$ cat src/rtl/clk_measure_pkg.sv
// Shared types and helpers for the clock-measurement sequencer.
// Latency: none, declarations only.
// Backpressure: none, declarations only.
package clk_measure_pkg;

   typedef enum logic [2:0] {
      ST_IDLE    = 3'd0,
      ST_CLEAR   = 3'd1,
      ST_RUN     = 3'd2,
      ST_SETTLE  = 3'd3,
      ST_CAPTURE = 3'd4
   } t_meas_state;

   // Counters need at least two cycles of reset to clear through their syncs,
   // and capture needs at least one quiet cycle after enable drops.
   localparam int unsigned MIN_RESET_CYCLES  = 2;
   localparam int unsigned MIN_SETTLE_CYCLES = 1;

   // Status word as presented on the CSR read mux.
   function automatic logic [3:0] pack_status(input logic err_window,
                                              input logic timed_out,
                                              input logic done,
                                              input logic busy);
      return {err_window, timed_out, done, busy};
   endfunction

endpackage

$ cat src/rtl/clk_measure_seq.sv
// Sequences one measurement: clear counters, run to window/timeout, settle, snapshot counts.
// Latency: RESET_CYCLES + run + SETTLE_CYCLES + 1 cycles from accepted start to done; all outputs registered.
// Backpressure: none; start while busy is dropped, abort cancels any active measurement next cycle.
module clk_measure_seq
   import clk_measure_pkg::*;
#(
   parameter int unsigned N_COUNTERS    = 6,
   parameter int unsigned COUNTER_WIDTH = 40,
   parameter int unsigned RESET_CYCLES  = 8,
   parameter int unsigned SETTLE_CYCLES = 4,
   parameter int unsigned TIMEOUT_WIDTH = 48,
   parameter logic [TIMEOUT_WIDTH-1:0] TIMEOUT_CYCLES = {1'b1, {(TIMEOUT_WIDTH-1){1'b0}}}
) (
   input  logic                                clk,
   input  logic                                reset_n,
   input  logic                                start,
   input  logic                                abort,
   input  logic [COUNTER_WIDTH-1:0]            window,
   output logic                                busy,
   output logic                                done,
   output logic                                timed_out,
   output logic                                err_window,
   output logic                                cnt_reset_n,
   output logic                                cnt_enable,
   output logic [COUNTER_WIDTH-1:0]            cnt_max,
   input  logic                                max_reached,
   input  logic [N_COUNTERS*COUNTER_WIDTH-1:0] count_in,
   output logic [N_COUNTERS*COUNTER_WIDTH-1:0] result
);

   localparam int unsigned RES_W = N_COUNTERS * COUNTER_WIDTH;

   // The shared timer counts cycles already spent in the current state, so a
   // phase of length L ends when the timer shows L-1.
   localparam logic [TIMEOUT_WIDTH-1:0] CLEAR_LAST   = TIMEOUT_WIDTH'(RESET_CYCLES - 1);
   localparam logic [TIMEOUT_WIDTH-1:0] SETTLE_LAST  = TIMEOUT_WIDTH'(SETTLE_CYCLES - 1);
   localparam logic [TIMEOUT_WIDTH-1:0] TIMEOUT_LAST = TIMEOUT_CYCLES - TIMEOUT_WIDTH'(1);

   if (RESET_CYCLES < MIN_RESET_CYCLES) begin : g_bad_reset_cycles
      $error("RESET_CYCLES below minimum");
   end
   if (SETTLE_CYCLES < MIN_SETTLE_CYCLES) begin : g_bad_settle_cycles
      $error("SETTLE_CYCLES below minimum");
   end

   t_meas_state              state_q, state_nxt;
   logic [TIMEOUT_WIDTH-1:0] timer_q, timer_nxt;
   logic                     done_nxt, timed_out_nxt, err_window_nxt;
   logic [COUNTER_WIDTH-1:0] cnt_max_nxt;
   logic [RES_W-1:0]         result_nxt;

   // State and phase timer registers.
   always_ff @(posedge clk or negedge reset_n) begin
      if (!reset_n) begin
         state_q <= ST_IDLE;
         timer_q <= '0;
      end else begin
         state_q <= state_nxt;
         timer_q <= timer_nxt;
      end
   end

   // Next-state, sticky-flag and snapshot decisions for the current cycle.
   always_comb begin
      state_nxt      = state_q;
      done_nxt       = done;
      timed_out_nxt  = timed_out;
      err_window_nxt = err_window;
      cnt_max_nxt    = cnt_max;
      result_nxt     = result;

      case (state_q)
         ST_IDLE: begin
            if (start) begin
               done_nxt      = 1'b0;
               timed_out_nxt = 1'b0;
               if (window == '0) begin
                  err_window_nxt = 1'b1;
               end else begin
                  err_window_nxt = 1'b0;
                  cnt_max_nxt    = window;
                  state_nxt      = ST_CLEAR;
               end
            end
         end
         ST_CLEAR: begin
            if (timer_q == CLEAR_LAST) state_nxt = ST_RUN;
         end
         ST_RUN: begin
            // A reference hit in the same cycle as the watchdog is a normal finish.
            if (max_reached) begin
               state_nxt = ST_SETTLE;
            end else if (timer_q == TIMEOUT_LAST) begin
               state_nxt     = ST_SETTLE;
               timed_out_nxt = 1'b1;
            end
         end
         ST_SETTLE: begin
            if (timer_q == SETTLE_LAST) state_nxt = ST_CAPTURE;
         end
         ST_CAPTURE: begin
            result_nxt = count_in;
            done_nxt   = 1'b1;
            state_nxt  = ST_IDLE;
         end
         default: state_nxt = ST_IDLE;
      endcase

      // Abort discards whatever this cycle would have recorded.
      if (abort && (state_q != ST_IDLE)) begin
         state_nxt     = ST_IDLE;
         done_nxt      = done;
         timed_out_nxt = timed_out;
         result_nxt    = result;
      end

      if ((state_nxt != state_q) || (state_q == ST_IDLE)) begin
         timer_nxt = '0;
      end else begin
         timer_nxt = timer_q + TIMEOUT_WIDTH'(1);
      end
   end

   // Registered outputs, decoded from the state being entered so they align with it.
   always_ff @(posedge clk or negedge reset_n) begin
      if (!reset_n) begin
         busy        <= 1'b0;
         done        <= 1'b0;
         timed_out   <= 1'b0;
         err_window  <= 1'b0;
         cnt_reset_n <= 1'b0;
         cnt_enable  <= 1'b0;
         cnt_max     <= '0;
         result      <= '0;
      end else begin
         busy        <= (state_nxt != ST_IDLE);
         done        <= done_nxt;
         timed_out   <= timed_out_nxt;
         err_window  <= err_window_nxt;
         cnt_reset_n <= (state_nxt != ST_CLEAR);
         cnt_enable  <= (state_nxt == ST_RUN);
         cnt_max     <= cnt_max_nxt;
         result      <= result_nxt;
      end
   end

endmodule

$ cat config.mk
export PLATFORM = sky130hd
export DESIGN_NAME = clk_measure_seq
export DESIGN_NICKNAME = d
export VERILOG_FILES = /design/src/rtl/clk_measure_pkg.sv /design/src/rtl/clk_measure_seq.sv
export SDC_FILE = /design/constraint.sdc
export NUM_CORES = 1
export LEC_CHECK = 0
export CORE_AREA = 4 4 218 220
export DETAILED_ROUTE_END_ITERATION = 6
export DIE_AREA = 0 0 222 224
export PLACE_DENSITY_LB_ADDON = 0.05
export SYNTH_ARGS = -nofsm -noshare
export SYNTH_HDL_FRONTEND = slang
export SYNTH_SLANG_ARGS = --single-unit
$ cat constraint.sdc
create_clock -name clk -period 3.8 [get_ports clk]
set_input_delay 0.76 -clock clk [delete_from_list [all_inputs] [get_ports clk]]
set_output_delay 0.76 -clock clk [all_outputs]
set_load 0.01 [all_outputs]
==> impl_metrics.yaml, run 1 <==
grt:
  track_usage_pct: 20.1
  grt_pass1_wl_um: 75100
  grt.overflow.total: 0
  grt_max_degree: 79
  antenna_found_initial: 4
  met1_usage_pct: 23.9
  grt_pass1_vias: 10600
  top_usage_layer: "met2"
  grtUsageMet3_pct: 6.63
  grt.met2_usage_pct: 35.7
clocking:
  ctsHoldBuffers: 0
  clock_sinks: 337
  ctsResizeCount: 0
  cts_tree: "done"
  clockBufferDepth: 3
  root_buffer: "clkbuf_16"
  clkTransAtPathRegs_ns: 0.06
  insertion_delay_ns: 0.54
  cts_made_buffers: 41
  htreeDepth: 2
  postCtsSetupRepairBufs: 0
die:
  io_pins: 571
  rows: 78
  coreArea_um2: 45300
  start_util_pct: 30.3
  die_h_um: 224
  die_w_um: 222
  dieArea_um2: 49700
pwr:
  p_int_mw: 7.01
  seqPwrFrac_pct: 42.5
  share_comb_of_total_power_pct: 17.6
  vdd_drop_max_v: 0.000393
  total_power_mw: 9.35
  p_clk_share_pct: 39.9
  leakage_nw: 9.67
  switchingPower_mw: 2.34
  p_sw_share_pct: 25.0
  power_density_nw_per_um2: 436
synth:
  synth_cells: 989
  async_flop_share_pct: 100
  yosysMostFrequentCell: "dfrtp_1"
  synth_top_area_share_pct: 61.4
  syn_area_um2: 13700
  synth_common_cells: "dfrtp_1 (337), mux2_2 (277), nand2_1 (71)"
  synth_ff_type: "dfrtp_1"
  synth.area.top_cells: "dfrtp_1 (61%), mux2_2 (23%), xor2_1 (2.0%)"
  syn_avg_cell_area_um2: 13.9
  synth.largest_area_cell: "dfrtp_1"
  ys_types: 43
  yosysWarnings: 0
  ys_seq_elements: 337
  ys_seq_area_share_pct: 61.4
  syn-num-nets: 1275
  synth_edf_count: 0
sta:
  skew_ns: 0.0171
  relSlewSlack_pct: 24.5
  hold_viol: 0
  final-max-slew-violation-count: 0
  setup_violations: 0
  fin_setup_tns_ns: 0
  period_share_pct: 73.7
  min_period_ns: 2.80
  fmax_mhz: 357
  rsz0062_at_grt: "false"
  worstMarginPinSlew_ns: 1.13
worst_setup_path:
  critPathArrivalTime_ns: 3.21
  worstSetupPathType: "register to register"
  cp_cell_sequence: "ha_1, and3_1, nand4_2, buf_4, nor4_4, o31a_2, buf_4, nor2_1"
  reg2reg_from: "timer_q[0]"
  cp_max_fo: 25
  crit_end: "timer_q[30]"
  critPathCaptureType: "register"
  slowest_delay_ns: 0.58
  rr_endpoint: "timer_q[30]"
  reg2regPathDepth: 8
  critPathLaunchType: "register"
  crit_path_frequent_cell: "buf_4"
  critPathSlowestCell: "o31a_2"
  critPathLaunch: "timer_q[0]"
  regToRegSetupSlack_ns: 1.00
  required_ns: 4.21
route:
  drc_errors: 0
  drt-total-wl_um: 51500
  via_count: 10100
  drt_iter0_markers: 511
  viasPerCell: 4.63
  first_pass_iters: 4
  drtAntennaViolNets: 0
  routedWlPerCell_um: 23.5
finish:
  drive_gt1_share_pct: 23.2
  area_growth_pct: 56.1
  fin_nets: 1854
  antennaDiodeCount: 0
  final_util_pct: 47.3
  fill_cells: 4156
placed_design:
  hpwl_um: 39900
  place_congestion: 0.808
  port-buffer-count: 570
flow_run:
  drv_cap: 0
hold_path:
  hold_path_class: "input port to async pin"
status:
  outcome: "complete, no violations"
[metal layers]
layer  vias up  part of all wire [%]
li1       4645                     -
met1      5081                    40
met2       351                    51
met3        58                   7.3
met4         8                   1.7
met5         -                 0.089
[power by group through the flow]
| stage | logic [mW] | registers [mW] | clock network (mW) |
|---|---|---|---|
| 2_1_floorplan | 0.517 | 4.13 | 0 |
| 4_1_cts | 1.68 | 3.98 | 3.89 |
| 3_3_place_gp | 1.68 | 4.03 | 0 |
| 6_report | 1.64 | 3.97 | 3.73 |
| 5_1_grt | 1.77 | 4.01 | 4.03 |
| 3_5_place_dp | 1.67 | 4.03 | 0 |
[layout by cell type (no fill, tap or decap), drive strengths merged, types with 2 or more instances in the layout]
cell / n
buf: 20
nand2: 71
clkinv: 3
clkdlybuf4s50: 569
xnor2: 15
clkbuf: 62
nor3: 19
nor3b: 3
nand2b: 2
o21ai: 5
nor4: 37
xor2: 31
mux2: 280
mux2i: 2
a31oi: 2
nor4b: 2
o31a: 2
or4: 2
a21oi: 3
inv: 7
nand3: 17
and3: 4
and2: 3
nand4: 19
nor2: 58
dfrtp: 337
and4: 10
[cells by family after synthesis]
group           share of synthesized area, %
fa+ha+maj                             0.0911
buf+inv                                 2.25
mux                                     23.1
compound gates                         0.656
simple gates                            9.51
flops                                   61.4
xor+xnor                                2.94
[final cells by class]
| class | count | area [um2] | share of cell area (%) |
|---|---|---|---|
| flip-flops and latches | 337 | 8430 | 39.4 |
| clock buffers | 62 | 1210 | 5.67 |
| clock inverters | 5 | 52.6 | 0.245 |
| inverters | 7 | 26.3 | 0.123 |
| multi-input cells | 592 | 5010 | 23.4 |
| well taps | 600 | 751 | 3.50 |
| repair buffers | 589 | 5940 | 27.7 |
[metrics by stage]
step / area [um2] / worst slack (ns) / cells / hold WS (ns)
6_report: 21400 / 1.00 / 2192 / 0.177
5_1_grt: 21400 / 0.754 / 2192 / 0.201
4_1_cts: 21400 / 0.921 / 2192 / 0.166
3_5_place_dp: 20200 / 0.524 / 2125 / 0.477
3_3_place_gp: 20200 / 0.513 / 2125 / 0.470
2_1_floorplan: 13700 / 1.64 / 989 / 0.464
[how the worst min path moves through the flow]
stage,startpoint,cells after the start,endpoint
after floorplan,reset_n,0,busy
after global placement,cnt_max[9],1,cnt_max[9]
after detailed placement,cnt_max[8],1,cnt_max[8]
after CTS,reset_n,1,result[126]
after global routing,reset_n,1,result[227]
final,reset_n,1,result[126]
[flip-flops by register name, indices dropped and copies added, names as in the netlist]
register,cells
result,240
err_window,1
done,1
timed_out,1
state_q,3
timer_q,48
busy,1
cnt_reset_n,1
cnt_max,40
cnt_enable,1
[critical path: cells and delay by family, from the launching register on]
family          cells  cell delay [ns]
compound gates      1             0.58
fa+ha+maj           1             0.26
buf+inv             2             0.52
flops               1             0.40
simple gates        4             0.91
No activity file was read; power rests on OpenSTA's default activity.
==> run 2, diff against run 1 <==
CORE_AREA = not set   (was 4 4 218 220)
CORE_ASPECT_RATIO = 0.5   (was not set)
CORE_MARGIN = 4   (was not set)
CORE_UTILIZATION = 39   (was not set)
DIE_AREA = not set   (was 0 0 222 224)
clock period = 2.47 ns   (was 3.8 ns; I/O delays follow)
==> impl_metrics.yaml, run 2 (same netlist as run 1, synthesis figures left out) <==
status:
  outcome: "complete, no violations"
worst_setup_path:
  crit_end: "timer_q[26]"
  reg2regPathDepth: 6
  critPathLaunch: "timer_q[5]"
  cp_max_fo: 25
  critPathArrivalTime_ns: 2.75
  required_ns: 2.92
  rr_endpoint: "timer_q[26]"
  critPathLaunchType: "register"
  critPathCaptureType: "register"
  reg2reg_from: "timer_q[5]"
  worstSetupPathType: "register to register"
  regToRegSetupSlack_ns: 0.17
die:
  io_pins: 571
  start_util_pct: 39.7
  dieArea_um2: 38400
  die_h_um: 141
  die_w_um: 273
  rows: 48
  coreArea_um2: 34600
clocking:
  clock_sinks: 337
  clockBufferDepth: 3
  postCtsSetupRepairBufs: 0
  root_buffer: "clkbuf_16"
  clkTransAtPathRegs_ns: 0.06
  cts_tree: "done"
  cts_made_buffers: 31
  htreeDepth: 1
  insertion_delay_ns: 0.58
route:
  drt_iter0_markers: 425
  viasPerCell: 4.83
  routedWlPerCell_um: 22.4
  first_pass_iters: 4
  drc_errors: 0
  drtAntennaViolNets: 0
  via_count: 10100
  drt-total-wl_um: 47000
grt:
  grt_pass1_vias: 10800
  antenna_found_initial: 6
  grt_pass1_wl_um: 69300
  grt_max_degree: 75
  grt.overflow.total: 0
  track_usage_pct: 23.6
flow_run:
  drv_cap: 0
finish:
  area_growth_pct: 55.7
  reg_top3: "result x240, timer_q x48, cnt_max x40"
  fin_nets: 1882
  regMostFlops: "result"
  drive_gt1_share_pct: 24.6
  layout_common_cells: "clkdlybuf4s50_1 (569), dfrtp_1 (337), mux2_2 (277)"
  largest_reg_flops: 240
  final_common_cell: "clkdlybuf4s50_1"
  final_util_pct: 61.8
  finalInstanceArea_um2: 21400
sta:
  hold_ws_ns: 0.428
  setup_violations: 0
  period_share_pct: 93.3
  skew_ns: 0.0117
  min_period_ns: 2.30
  relSlewSlack_pct: 51.9
  rsz0062_at_grt: "false"
  fin_setup_tns_ns: 0
  fmax_mhz: 434
  final-max-slew-violation-count: 0
  hold_viol: 0
  worstMarginPinSlew_ns: 0.720
placed_design:
  port-buffer-count: 570
  place_congestion: 0.865
  hpwl_um: 36900
  dpl_cell_area_um2: 20400
pwr:
  total_power_mw: 13.4
  power_density_nw_per_um2: 627
  leakage_nw: 9.74
  vdd_drop_max_v: 0.000501
hold_path:
  hold_path_class: "input port to async pin"
run 2: through the flow:
step                      worst slack [ns]  std cells
after floorplan                      0.366        989
after global placement              -0.455       2036
after detailed placement            -0.474       2036
after CTS                           0.0410       2092
after global routing                0.0246       2093
final                                0.166       2095
run 2: how the worst min path moves through the flow:
stage,startpoint,to,slack (ns),cells past startpoint
2_1_floorplan,reset_n,busy,0.20,0
3_3_place_gp,reset_n,result[89],0.45,1
3_5_place_dp,reset_n,result[89],0.45,1
4_1_cts,reset_n,result[89],0.42,2
5_1_grt,reset_n,result[89],0.45,2
6_report,reset_n,result[89],0.43,2
run 2: what timing repair did:
action	4_1_cts	5_1_grt
resized for setup	1	2
gates cloned	1	0
hold buffers	1	0
hold endpoints to repair	44	0
endpoints found under the setup margin	40	63
run 2: power breakdown:
| group | internal, mW | leakage [nW] | switching [mW] |
|---|---|---|---|
| Clock | 2.57 | 0.479 | 2.12 |
| Sequential | 5.90 | 4.61 | 0.195 |
| Combinational | 1.51 | 4.66 | 1.10 |
run 2: area by class of cell:
type,count,area [um2]
timing repair buffer,626,6310
clock inverter,10,96.3
antenna,3,7.51
clock buffer,44,875
sequential,337,8430
tap,475,594
multi-input combinational,593,5030
fill,2817,13200
inverter,7,26.3
run 2: per-layer routing:
layer	global-route usage, %	part of all wire [%]	vias up
li1	-	-	4702
met1	27.2	38	5105
met2	44.8	55	231
met3	5.99	5.3	66
met4	4.81	1.9	10
met5	0	0.14	-
run 2: critical path, stage by stage, from the launching register on:
cell and delay (ns):
dfrtp_1 0.45, or4_4 0.57, nor4_4 0.39, a31o_2 0.22
o31a_2 0.17, buf_4 0.29, nor2_1 0.09
==> run 3, diff against run 2 <==
GPL_TIMING_DRIVEN = 0   (was not set)
==> impl_metrics.yaml, run 3 (same netlist as run 1, synthesis figures left out) <==
pwr:
  vdd_drop_max_v: 0.000435
  total_power_mw: 13.7
  leakage_nw: 9.75
  power_density_nw_per_um2: 642
clocking:
  clockBufferDepth: 3
  clkTransAtPathRegs_ns: 0.07
  clock_sinks: 337
  cts_tree: "done"
  cts_made_buffers: 31
  htreeDepth: 1
  root_buffer: "clkbuf_16"
  insertion_delay_ns: 0.57
die:
  dieArea_um2: 38400
  die_h_um: 141
  coreArea_um2: 34600
  die_w_um: 273
  start_util_pct: 39.7
  rows: 48
  io_pins: 571
sta:
  hold_viol: 0
  setup_violations: 0
  fmax_mhz: 433
  skew_ns: 0.0155
  period_share_pct: 93.6
  min_period_ns: 2.31
  relSlewSlack_pct: 59.3
  rsz0062_at_grt: "true"
  fin_setup_tns_ns: 0
  worstMarginPinSlew_ns: 0.610
  final-max-slew-violation-count: 0
worst_setup_path:
  slowest_delay_ns: 0.46
  critPathBufInv: 3
  critPathArrivalTime_ns: 2.77
  worstSetupPathType: "register to register"
  regToRegSetupSlack_ns: 0.16
  critPathLaunchType: "register"
  crit_path_frequent_cell: "clkbuf_4"
  reg2regPathDepth: 7
  cp_max_fo: 10
  reg2reg_from: "state_q[1]"
  critPathSlowestCell: "dfrtp_1"
  rr_endpoint: "result[142]"
  cp_cell_sequence: "or2_2, clkbuf_1, nor2_1, and2_4, clkbuf_4, clkbuf_4, mux2_2"
  required_ns: 2.92
  critPathCaptureType: "register"
  crit_family: "simple AND/OR/NAND/NOR gates"
grt:
  grt_pass1_wl_um: 70700
  grt_pass1_vias: 10800
  antenna_found_initial: 3
  grt_max_degree: 116
  grt.overflow.total: 0
  track_usage_pct: 24.1
finish:
  area_growth_pct: 55.2
  reg_top3: "result x240, timer_q x48, cnt_max x40"
  final_common_cell: "clkdlybuf4s50_1"
  fill_cells: 2800
  layout_common_cells: "clkdlybuf4s50_1 (569), dfrtp_1 (337), mux2_2 (277)"
  regMostFlops: "result"
  drive_gt1_share_pct: 24.6
  instances_no_fill: 2102
  fin_nets: 1886
  largest_reg_flops: 240
route:
  drc_errors: 0
  routedWlPerCell_um: 22.7
  viasPerCell: 4.88
  first_pass_iters: 5
  drt_iter0_markers: 435
  drtAntennaViolNets: 0
  via_count: 10300
  drt-total-wl_um: 47600
placed_design:
  port-buffer-count: 570
  hpwl_um: 38100
  place_congestion: 0.839
  dp.cells: 2037
status:
  outcome: "complete, no violations"
hold_path:
  hold_path_class: "input port to async pin"
flow_run:
  drv_cap: 0
==> run 3: changes by cell type in the layout (fill, tap and decap cells not counted), sizes merged <==
cell / before / now
clkinvlp: 1 / 2
clkbuf: 44 / 76
diode: 3 / 2
nor2b: 2 / 1
bufinv: 1 / 3
buf: 56 / 30
==> run 3: layer usage <==
layer | vias to the layer above | wire (um) | global-route usage, % | share of wire, %
met4 | 4 | 1230 | 5.95 | 2.6
met3 | 68 | 2150 | 5.15 | 4.5
met5 | - | 27 | 0 | 0.057
li1 | 4706 | - | - | -
met1 | 5256 | 19000 | 29.6 | 40
met2 | 224 | 25200 | 43.6 | 53
==> run 3: worst max-delay path by stage <==
stage,from,endpoint,slack (ns),cells past startpoint
floorplan,timer_q[0],timer_q[27],0.37,9
global placement,reset_n,timer_q[37],-13.74,1
detailed placement,window[1],timer_q[35],-0.39,9
CTS,timer_q[20],timer_q[36],0.003,9
global route,state_q[1],result[230],-0.02,7
finish,state_q[1],result[142],0.16,7
==> run 3: timing repair <==
item | in CTS | in global routing
hold buffers | 1 | 0
pin swaps | 1 | 2
setup endpoints to repair | 248 | 288
hold endpoints to repair | 47 | 0
resized for setup | 3 | 28
setup buffers | 1 | 5
==> run 3: report_power, final <==
group	switching [mW]	internal (mW)	leakage (nW)
registers	0.203	5.90	4.61
logic	1.08	1.48	4.62
clock network	2.14	2.87	0.521
==> run 3: area by class of cell <==
class,count,area [um2],area share (%)
antenna,2,5.00,0.0235
buffer,51,332,1.56
clock buffer,45,908,4.26
clock inverter,13,153,0.716
inverter,7,26.3,0.123
multi-input combinational,592,5010,23.5
sequential,337,8430,39.6
tap,475,594,2.79
timing repair buffer,580,5850,27.4
==> run 3: through the flow <==
step                      util (%)  setup slack, ns  instance area, um2  hold WS, ns
after CTS                     61.3          0.00251               21200        0.404
after global placement        57.9           -13.74               20000        0.471
after floorplan                  -            0.366               13700        0.198
final                         61.6            0.159               21300        0.470
after global routing          61.6          -0.0226               21300        0.465
after detailed placement      58.1           -0.392               20100        0.430
